--- src/rtl/ipsxe_floating_point_div_mul_stage_if.sv ---
// ipsxe_floating_point_div_mul_stage_if: stream bus of the divider multiply stage.
// Input beat (dividend, reciprocal, upstream flags) and output beat (quotient, flags), each with valid/ready.
interface ipsxe_floating_point_div_mul_stage_if #(
    parameter int WIDTH = 32
);
    logic [WIDTH-1:0] dividend;
    logic [WIDTH-1:0] recip;
    logic             div_by_zero;
    logic             recip_underflow;
    logic             s_tvalid;
    logic             s_tready;
    logic [WIDTH-1:0] quotient;
    logic             m_tvalid;
    logic             m_tready;
    logic             overflow;
    logic             underflow;
    logic             divide_by_zero;
    logic             invalid_op;
    modport slave (
        input  dividend, recip, div_by_zero, recip_underflow, s_tvalid, m_tready,
        output s_tready, quotient, m_tvalid, overflow, underflow, divide_by_zero, invalid_op
    );
    modport master (
        output dividend, recip, div_by_zero, recip_underflow, s_tvalid, m_tready,
        input  s_tready, quotient, m_tvalid, overflow, underflow, divide_by_zero, invalid_op
    );
endinterface

--- src/rtl/ipsxe_floating_point_div_mul_stage.sv ---
// ipsxe_floating_point_div_mul_stage: q = a * (1/b), 3-stage binary32 back-end of the LUT reciprocal divider.
// Define IPSXE_FLT_DIV_ROUND_NEAREST_EN for round-to-nearest-even; default truncates and saturates overflow.
module ipsxe_floating_point_div_mul_stage #(
    parameter int WIDTH  = 32,
    parameter int EXP_W  = 8,
    parameter int FRAC_W = 23,
    parameter int BIAS   = 127
) (
    input logic i_clk,
    input logic i_areset_n,
    input logic i_aclken,
    ipsxe_floating_point_div_mul_stage_if.slave bus
);
    localparam int MW = FRAC_W + 1;
    localparam int PW = 2 * MW;
    localparam int EW = EXP_W + 2;
    localparam logic [EXP_W-1:0] EMAX = '1;
    localparam logic [WIDTH-1:0] QNAN = {1'b0, EMAX, 1'b1, {(FRAC_W-1){1'b0}}};

    typedef enum logic [2:0] {SP_NONE, SP_NAN, SP_DBZ, SP_INF, SP_ZERO} special_e;

    logic                 advance;
    logic                 v1_q, v2_q, v3_q, s1_q, s2_q;
    special_e             sp1_d, sp1_q, sp2_q;
    logic [PW-1:0]        prod1_d, prod1_q;
    logic signed [EW-1:0] exp1_d, exp1_q, exp2_d, exp2_q, exp_n;
    logic [FRAC_W-1:0]    frac2_d, frac2_q;
    logic [MW-1:0]        mant;
    logic                 hi, ovf, unf, unused_bits;
    logic [EXP_W-1:0]     ea, er;
    logic [FRAC_W-1:0]    fa, fr;
    logic                 a_zero, a_inf, a_nan;
    logic [WIDTH-1:0]     inf, sat, res, q3_d, q3_q;
    logic [3:0]           flg, flg3_d, flg3_q;

    assign advance      = i_aclken & (~v3_q | bus.m_tready);
    assign bus.s_tready = advance;
    assign {ea, fa}     = bus.dividend[WIDTH-2:0];
    assign {er, fr}     = bus.recip[WIDTH-2:0];

    always_comb begin
        a_zero  = ea == '0;
        a_inf   = ea == EMAX && fa == '0;
        a_nan   = ea == EMAX && fa != '0;
        sp1_d   = (a_nan || (a_zero && bus.div_by_zero) || (a_inf && bus.recip_underflow)) ? SP_NAN :
                  (bus.div_by_zero && !a_inf) ? SP_DBZ :
                  a_inf ? SP_INF :
                  (a_zero || bus.recip_underflow) ? SP_ZERO : SP_NONE;
        prod1_d = {{MW{1'b0}}, 1'b1, fa} * {{MW{1'b0}}, 1'b1, fr};
        exp1_d  = EW'(ea) + EW'(er) - EW'(BIAS);
    end

`ifdef IPSXE_FLT_DIV_ROUND_NEAREST_EN
    logic          g, rb, st;
    logic [MW:0]   sum;
    always_comb begin
        hi      = prod1_q[PW-1];
        mant    = hi ? prod1_q[PW-1 -: MW] : prod1_q[PW-2 -: MW];
        exp_n   = exp1_q + EW'(hi);
        g       = hi ? prod1_q[PW-MW-1] : prod1_q[PW-MW-2];
        rb      = hi ? prod1_q[PW-MW-2] : prod1_q[PW-MW-3];
        st      = hi ? |prod1_q[PW-MW-3:0] : |prod1_q[PW-MW-4:0];
        sum     = {1'b0, mant} + {{MW{1'b0}}, g & (rb | st | mant[0])};
        frac2_d = sum[FRAC_W-1:0];
        exp2_d  = exp_n + EW'(sum[MW]);
    end
    // a carry-out wraps the fraction to zero, which is exactly mantissa 1.0
    assign unused_bits = sum[MW-1];
    assign sat = {s2_q, EMAX, {FRAC_W{1'b0}}};
`else
    always_comb begin
        hi      = prod1_q[PW-1];
        mant    = hi ? prod1_q[PW-1 -: MW] : prod1_q[PW-2 -: MW];
        exp_n   = exp1_q + EW'(hi);
        frac2_d = mant[FRAC_W-1:0];
        exp2_d  = exp_n;
    end
    assign unused_bits = ^{mant[MW-1], prod1_q[PW-MW-2:0]};
    assign sat = {s2_q, {(EXP_W-1){1'b1}}, 1'b0, {FRAC_W{1'b1}}};
`endif

    always_comb begin
        ovf    = !exp2_q[EW-1] && exp2_q[EW-2:0] >= {1'b0, EMAX};
        unf    = exp2_q[EW-1] || exp2_q == '0;
        inf    = {s2_q, EMAX, {FRAC_W{1'b0}}};
        res    = sp2_q == SP_NAN ? QNAN :
                 (sp2_q == SP_DBZ || sp2_q == SP_INF) ? inf :
                 sp2_q == SP_ZERO ? {s2_q, {(WIDTH-1){1'b0}}} :
                 ovf ? sat :
                 unf ? {s2_q, {(WIDTH-1){1'b0}}} : {s2_q, exp2_q[EXP_W-1:0], frac2_q};
        flg    = {sp2_q == SP_NONE && ovf, sp2_q == SP_NONE && unf, sp2_q == SP_DBZ, sp2_q == SP_NAN};
        q3_d   = v2_q ? res : '0;
        flg3_d = v2_q ? flg : '0;
    end

    always_ff @(posedge i_clk or negedge i_areset_n) begin
        if (!i_areset_n) begin
            v1_q    <= 1'b0;
            s1_q    <= 1'b0;
            sp1_q   <= SP_NONE;
            prod1_q <= '0;
            exp1_q  <= '0;
            v2_q    <= 1'b0;
            s2_q    <= 1'b0;
            sp2_q   <= SP_NONE;
            exp2_q  <= '0;
            frac2_q <= '0;
            v3_q    <= 1'b0;
            q3_q    <= '0;
            flg3_q  <= '0;
        end else if (advance) begin
            v1_q    <= bus.s_tvalid;
            s1_q    <= bus.dividend[WIDTH-1] ^ bus.recip[WIDTH-1];
            sp1_q   <= sp1_d;
            prod1_q <= prod1_d;
            exp1_q  <= exp1_d;
            v2_q    <= v1_q;
            s2_q    <= s1_q;
            sp2_q   <= sp1_q;
            exp2_q  <= exp2_d;
            frac2_q <= frac2_d;
            v3_q    <= v2_q;
            q3_q    <= q3_d;
            flg3_q  <= flg3_d;
        end
    end

    assign bus.m_tvalid       = v3_q;
    assign bus.quotient       = q3_q;
    assign bus.overflow       = flg3_q[3];
    assign bus.underflow      = flg3_q[2];
    assign bus.divide_by_zero = flg3_q[1];
    assign bus.invalid_op     = flg3_q[0];
endmodule

--- src/flat_wrapper.sv ---
// flat-port wrapper written by rule: the top's interface ports become plain ports
module ipsxe_floating_point_div_mul_stage_flat 
#(
    parameter int WIDTH  = 32,
    parameter int EXP_W  = 8,
    parameter int FRAC_W = 23,
    parameter int BIAS   = 127
)
  (i_clk, i_areset_n, i_aclken, bus_dividend, bus_recip, bus_div_by_zero, bus_recip_underflow, bus_s_tvalid, bus_m_tready, bus_s_tready, bus_quotient, bus_m_tvalid, bus_overflow, bus_underflow, bus_divide_by_zero, bus_invalid_op);
  ipsxe_floating_point_div_mul_stage_if #(.WIDTH(WIDTH)) bus_i ();
  input logic i_clk;
  input logic i_areset_n;
  input logic i_aclken;
  input wire logic [$bits(bus_i.dividend)-1:0] bus_dividend;
  input wire logic [$bits(bus_i.recip)-1:0] bus_recip;
  input wire logic [$bits(bus_i.div_by_zero)-1:0] bus_div_by_zero;
  input wire logic [$bits(bus_i.recip_underflow)-1:0] bus_recip_underflow;
  input wire logic [$bits(bus_i.s_tvalid)-1:0] bus_s_tvalid;
  input wire logic [$bits(bus_i.m_tready)-1:0] bus_m_tready;
  output wire logic [$bits(bus_i.s_tready)-1:0] bus_s_tready;
  output wire logic [$bits(bus_i.quotient)-1:0] bus_quotient;
  output wire logic [$bits(bus_i.m_tvalid)-1:0] bus_m_tvalid;
  output wire logic [$bits(bus_i.overflow)-1:0] bus_overflow;
  output wire logic [$bits(bus_i.underflow)-1:0] bus_underflow;
  output wire logic [$bits(bus_i.divide_by_zero)-1:0] bus_divide_by_zero;
  output wire logic [$bits(bus_i.invalid_op)-1:0] bus_invalid_op;
  assign bus_i.dividend = bus_dividend;
  assign bus_i.recip = bus_recip;
  assign bus_i.div_by_zero = bus_div_by_zero;
  assign bus_i.recip_underflow = bus_recip_underflow;
  assign bus_i.s_tvalid = bus_s_tvalid;
  assign bus_i.m_tready = bus_m_tready;
  assign bus_s_tready = bus_i.s_tready;
  assign bus_quotient = bus_i.quotient;
  assign bus_m_tvalid = bus_i.m_tvalid;
  assign bus_overflow = bus_i.overflow;
  assign bus_underflow = bus_i.underflow;
  assign bus_divide_by_zero = bus_i.divide_by_zero;
  assign bus_invalid_op = bus_i.invalid_op;
  ipsxe_floating_point_div_mul_stage #(.WIDTH(WIDTH), .EXP_W(EXP_W), .FRAC_W(FRAC_W), .BIAS(BIAS)) u_core (.i_clk(i_clk), .i_areset_n(i_areset_n), .i_aclken(i_aclken), .bus(bus_i));
endmodule
--- config.mk ---
export PLATFORM = sky130hd
export DESIGN_NAME = ipsxe_floating_point_div_mul_stage_flat
export DESIGN_NICKNAME = d
export VERILOG_FILES = /design/src/rtl/ipsxe_floating_point_div_mul_stage_if.sv /design/src/rtl/ipsxe_floating_point_div_mul_stage.sv /design/src/flat_wrapper.sv
export SDC_FILE = /design/constraint.sdc
export NUM_CORES = 2
export LEC_CHECK = 0
export CAP_MARGIN = 30
export CORE_MARGIN = 1.5
export CORE_UTILIZATION = 40
export CTS_CLUSTER_SIZE = 16
export DETAILED_ROUTE_END_ITERATION = 6
export PLACE_DENSITY_LB_ADDON = 0.08
export SLEW_MARGIN = 20
export SYNTH_ARGS = -nofsm -noshare
export SYNTH_HDL_FRONTEND = slang
export SYNTH_SLANG_ARGS = --single-unit
--- constraint.sdc ---
create_clock -name i_clk -period 2.45 [get_ports i_clk]
set_clock_uncertainty 0.2 [all_clocks]
set_input_delay 0.6125 -clock i_clk [delete_from_list [all_inputs] [get_ports i_clk]]
set_output_delay 0.6125 -clock i_clk [all_outputs]
set_load 0.05 [all_outputs]
After elaboration in Yosys (flattened, before gate mapping)
Cells that the tools add are included.

Eq/ne operators: 5. Bitwise logic cells: 4. Multiply operators: 1. Reductions and logical operators: 20. Multiplexer cells: 12. $lt $le $gt $ge: 1. Add/sub/neg operators: 3.

Operator list (number): 2-to-1 mux 31 bit (4); 2-to-1 mux 32 bit (2); multiplier 24 x 24 -> 48 bit (1); logical NOT 23 bit (1); 2-to-1 mux 23 bit (1); nonzero test 23 bit (1); 2-to-1 mux 3 bit (4); adder 10 x 1 -> 10 bit (1); logical NOT 10 bit (1); subtractor 10 x 7 -> 10 bit, second input constant (1); adder 8 x 8 -> 9 bit (1); >= comparator 9 x 8 -> 1 bit, second input constant (1); == test 8 bit, second input constant (1); logical AND 1 bit (8); logical NOT 8 bit (1); == test 3 x 2 -> 1 bit, second input constant (2); logical OR 1 bit (5); 2-to-1 mux 4 bit (1); == test 3 x 1 -> 1 bit, second input constant (1); == test 3 bit, second input constant (1); logical NOT 3 bit (1); logical NOT 1 bit (2); AND 1 bit (1); NOT 1 bit (1); other kinds (2) (2).

Input port bits: 71. Output and inout bits: 38. Flip-flop bits (word level): 138. Logic and storage cells: 59.

Depth between registers and ports, before layout
Depth after elaboration: 8. Mapped depth: 26. Gate-level depth less buffers: 24.

Least setup slack after synthesis
OpenSTA, ideal clock, no wires.

Kind: in2reg. From: input port bus_recip[3]. To: register u_core.prod1_q[45]. Stages: 25. Required time: 2.182 ns. Library setup time: 0.068 ns. Path slack: -4.415 ns. Data arrival time: 6.596 ns. Path buffers: 1. Cell sequence: clkbuf_1 -> nand2_1 -> fa_1 -> inv_1 -> fa_1 -> inv_1 -> fa_1 -> inv_1 -> fa_1 -> inv_1 -> fa_1 -> inv_1 -> fa_1 -> inv_1 -> fa_1 -> inv_1 -> ha_1 -> and4_4 -> nand3_2 -> nor4_4 -> a211oi_4 -> a211oi_2 -> o211ai_2 -> a2111o_1 -> nand3_1.

Word-level cells in the longest chain between the ends: 1.

Ends and longest elaborated chain: start: declaration (line flat_wrapper.sv:15) `input wire logic [$bits(bus_i.recip)-1:0] bus_recip;`; multiplier 24 x 24 -> 48 bit (line ipsxe_floating_point_div_mul_stage.sv:49) `prod1_d = {{MW{1'b0}}, 1'b1, fa} * {{MW{1'b0}}, 1'b1, fr};`; end signal: assignment (line ipsxe_floating_point_div_mul_stage.sv:115) `prod1_q <= prod1_d;`; end: declaration (line ipsxe_floating_point_div_mul_stage.sv:25) `logic [PW-1:0] prod1_d, prod1_q;`.

Every way passes these cells. A chain may end at the register's enable or synchronous reset.

Worst setup path after layout
From: input port bus_recip[1]. To: register u_core.prod1_q[45].

The elaborated chain is that of the path after synthesis.

==> metrics.md <==
| Metric | Value |
|---|---|
| Count of final max-slew check failures | `0` |
| RSZ-0062 raised after global routing | `true` |
| Hold Crit Endpoint | `u_core.sp2_q[2]` |
| CTS Sinks | `115` |
| Area leader, netlist | `fa_1` |
| Gr ovfl total | `0` |
| FF+latch area | `2880 um^2` |
| Reg2reg path depth | `5` |
| Max Cap Violations | `0` |
| Area of the multi-input gates | `19500 um^2` |
| DR vias | `19500` |
| Clock buffer count from CTS | `17` |
| Warnings from Yosys | `0` |
| Mapped cell area | `23700 um^2` |
| Flop-to-flop setup slack | `490 ps` |
| Vias per cell | `4.95` |
| FP Rows | `89` |
| Syn nets | `3388` |
| Reg2reg start | `u_core.bus.m_tvalid` |
| Top delay family on crit path | `adder cells` |
| Share of the synthesized area in the top cell type | `0.407` |
| Final period utilization | `2.74` |
| Endpoints failing hold | `0` |
| CP max stage delay | `560 ps` |
| 1st-iter DRT viols | `1065` |
| Seq cells post-synth | `115` |
| CP Launch Type | `primary input` |
| Syn Area/Cell | `8.92 um^2` |
| Clock Latency Late Sink | `410 ps` |
| Crit Path Category | `primary input to register` |
| Die Wd | `246 um` |
| Initial antenna violation count | `0` |
| Dpl cells | `3742` |
| Port Buf Inserts | `108` |
| CORE AREA | `58800 um^2` |
| Worst-margin pin slew | `583 ps` |
| # fillers | `5332` |
| Worst hold path type | `register to register` |
| Final wirelength | `76.6 mm` |
| Clock-pin transition on the worst setup and hold timing paths | `50 ps` |
| DR pass1 iterations | `5` |
| EDFF count, synth | `0` |
| Final Critical Period | `6710 ps` |
| I/O pin count | `109` |
| CTS tree | `built` |
| Synth-to-Final Area Change | `36.5%` |
| Die area | `60700 um^2` |
| Total track usage | `0.262` |
| Max Clk Rate | `149 MHz` |
| Crit Path Max Fanout | `6` |
| Die Height | `246 um` |
| Vias in the first global route | `21100` |
| Reg-to-reg endpoint | `u_core.frac2_q[13]` |
| # diodes | `0` |
| Slew HR | `0.607` |
| CP max-delay cell | `fa_1` |
| Fin worst setup slack | `-4260 ps` |
| Hold Crit Start | `u_core.sp1_q[2]` |
| Drc violations | `0` |
| Final net count | `3880` |
| Synth area leaders | `fa_1, dfrtp_1, ha_1` |
| Most frequent cells after synthesis | `inv_1, fa_1, nand2_1` |
| Share of post-route cells with drive strength above 1 | `0.277` |
| Largest net degree at the start of global routing | `96` |
| Crit path launch | `bus_recip[1]` |
| Violated checks | `negative setup slack` |
| Register area share after synthesis | `0.122` |
| Remaining antenna violation count | `0` |
| CTS Buffer Depth | `2` |
| Asr flop ratio synth | `1.00` |
| First-pass GRT wire length | `121 mm` |
| H-tree Lvls | `4` |
| CP Data Required Time | `2600 ps` |
| Worst path bufs/invs | `9` |
| Hold Path Stages | `2` |
| WL per Instance | `19.5 um` |
| Worst Path Arrival | `6860 ps` |
| Top-count cell post-synth | `inv_1` |
| Initial Util | `0.403` |
| Root buf cell | `clkbuf_16` |
| Crit. End Element | `register` |
| Synth Flop Type | `dfrtp_1` |
| Yosys cell types | `66` |
| Outcome | `finished, violations left` |
| Cells after synthesis | `2655` |
| Placer congestion estimate | `0.883` |
| HPWL Detailed | `58.7 mm` |
| Finished Layout Cells | `3933` |
| Setup-failing EPs final | `26` |
-- layout make-up --
cell class | count | share of cell area
tap | 773 | 0.0299
clock buffer | 20 | 0.0144
clock inverter | 12 | 0.00402
multi-input combinational | 1837 | 0.603
inverter | 576 | 0.0682
sequential | 115 | 0.0890
timing repair buffer | 600 | 0.192
-- layer usage --
layer	GRT usage	vias to the layer above	part of all wire
met4	0.0658	0	0.028
met5	0	-	0
met1	0.362	9758	0.44
li1	-	9011	-
met2	0.440	578	0.47
met3	0.0264	103	0.053
-- cells by family after synthesis --
kind of cell / count (synthesis) / share of synthesized area
simple gates: 816 / 0.165
buf+inv: 703 / 0.111
fa+ha+maj: 662 / 0.503
compound gates: 295 / 0.0743
flops: 115 / 0.122
xor+xnor: 41 / 0.0152
mux: 23 / 0.00972
-- registers in the layout, indices dropped and copies added (netlist names), 3 cells and up --
signal / flops
u_core.exp2_q: 10
u_core.flg3_q: 4
u_core.bus.quotient: 32
u_core.prod1_q: 25
u_core.frac2_q: 23
u_core.sp2_q: 3
u_core.sp1_q: 3
u_core.exp1_q: 10
-- placed cells by master (no fill, tap or decap), types with 6 or more instances in the layout --
cell,count
a21o_1,16
a21oi_1,57
a21oi_2,17
a21oi_4,9
and2_1,206
and2_4,49
buf_12,62
buf_16,16
buf_2,10
buf_4,361
buf_6,60
buf_8,11
clkbuf_16,20
clkdlybuf4s50_1,49
clkinvlp_4,8
dfrtp_1,115
dlygate4sd2_1,12
fa_1,445
fa_2,37
ha_1,145
ha_4,33
inv_1,511
inv_2,56
mux2i_1,23
nand2_1,386
nand2_2,20
nand3_1,17
nand4_1,19
nor2_1,58
nor2_2,8
nor4_1,7
o211ai_1,12
o21a_1,8
o21ai_0,81
o21ai_1,29
o21ai_2,10
o21bai_1,7
xnor2_1,17
xnor2_2,6
xor2_1,15
-- what timing repair did --
item                       CTS  global route
hold buffers                 1             0
gates resized for setup    498           118
pin swaps                  194           101
setup endpoints to repair   36            31
cloned                      23             3
hold endpoints to repair    33             0
buffers inserted           109            32
-- metrics by stage --
stage                     cell area (um^2)   util  hold WS, ps  setup slack, ps  setup TNS (ps)
after detailed placement             28700  0.488          252            -5270         -134580
final                                32300  0.550          267            -4260         -100220
after CTS                            31700  0.539          263            -4190          -99380
after floorplan                      24300      -          117            -4280          -97640
after global routing                 32300  0.550          294            -4410         -104560
after global placement               28700  0.488          257            -5210         -132630
-- tightest hold or removal path: cells and delay by family (launching register included) --
family | cells | cell delay, ps
flops | 1 | 340
simple gates | 2 | 100
-- worst max-delay path by stage --
stage                               to  slack, ps  cells past startpoint
finish              u_core.prod1_q[45]      -4260                     26
global route        u_core.prod1_q[45]      -4410                     27
CTS                 u_core.prod1_q[45]      -4190                     26
detailed placement  u_core.prod1_q[45]      -5270                     24
global placement    u_core.prod1_q[45]      -5210                     25
floorplan           u_core.prod1_q[43]      -4280                     24
Power is not shown: default switching activity piles up to over one toggle a cycle in this logic, so the estimate is an artifact.
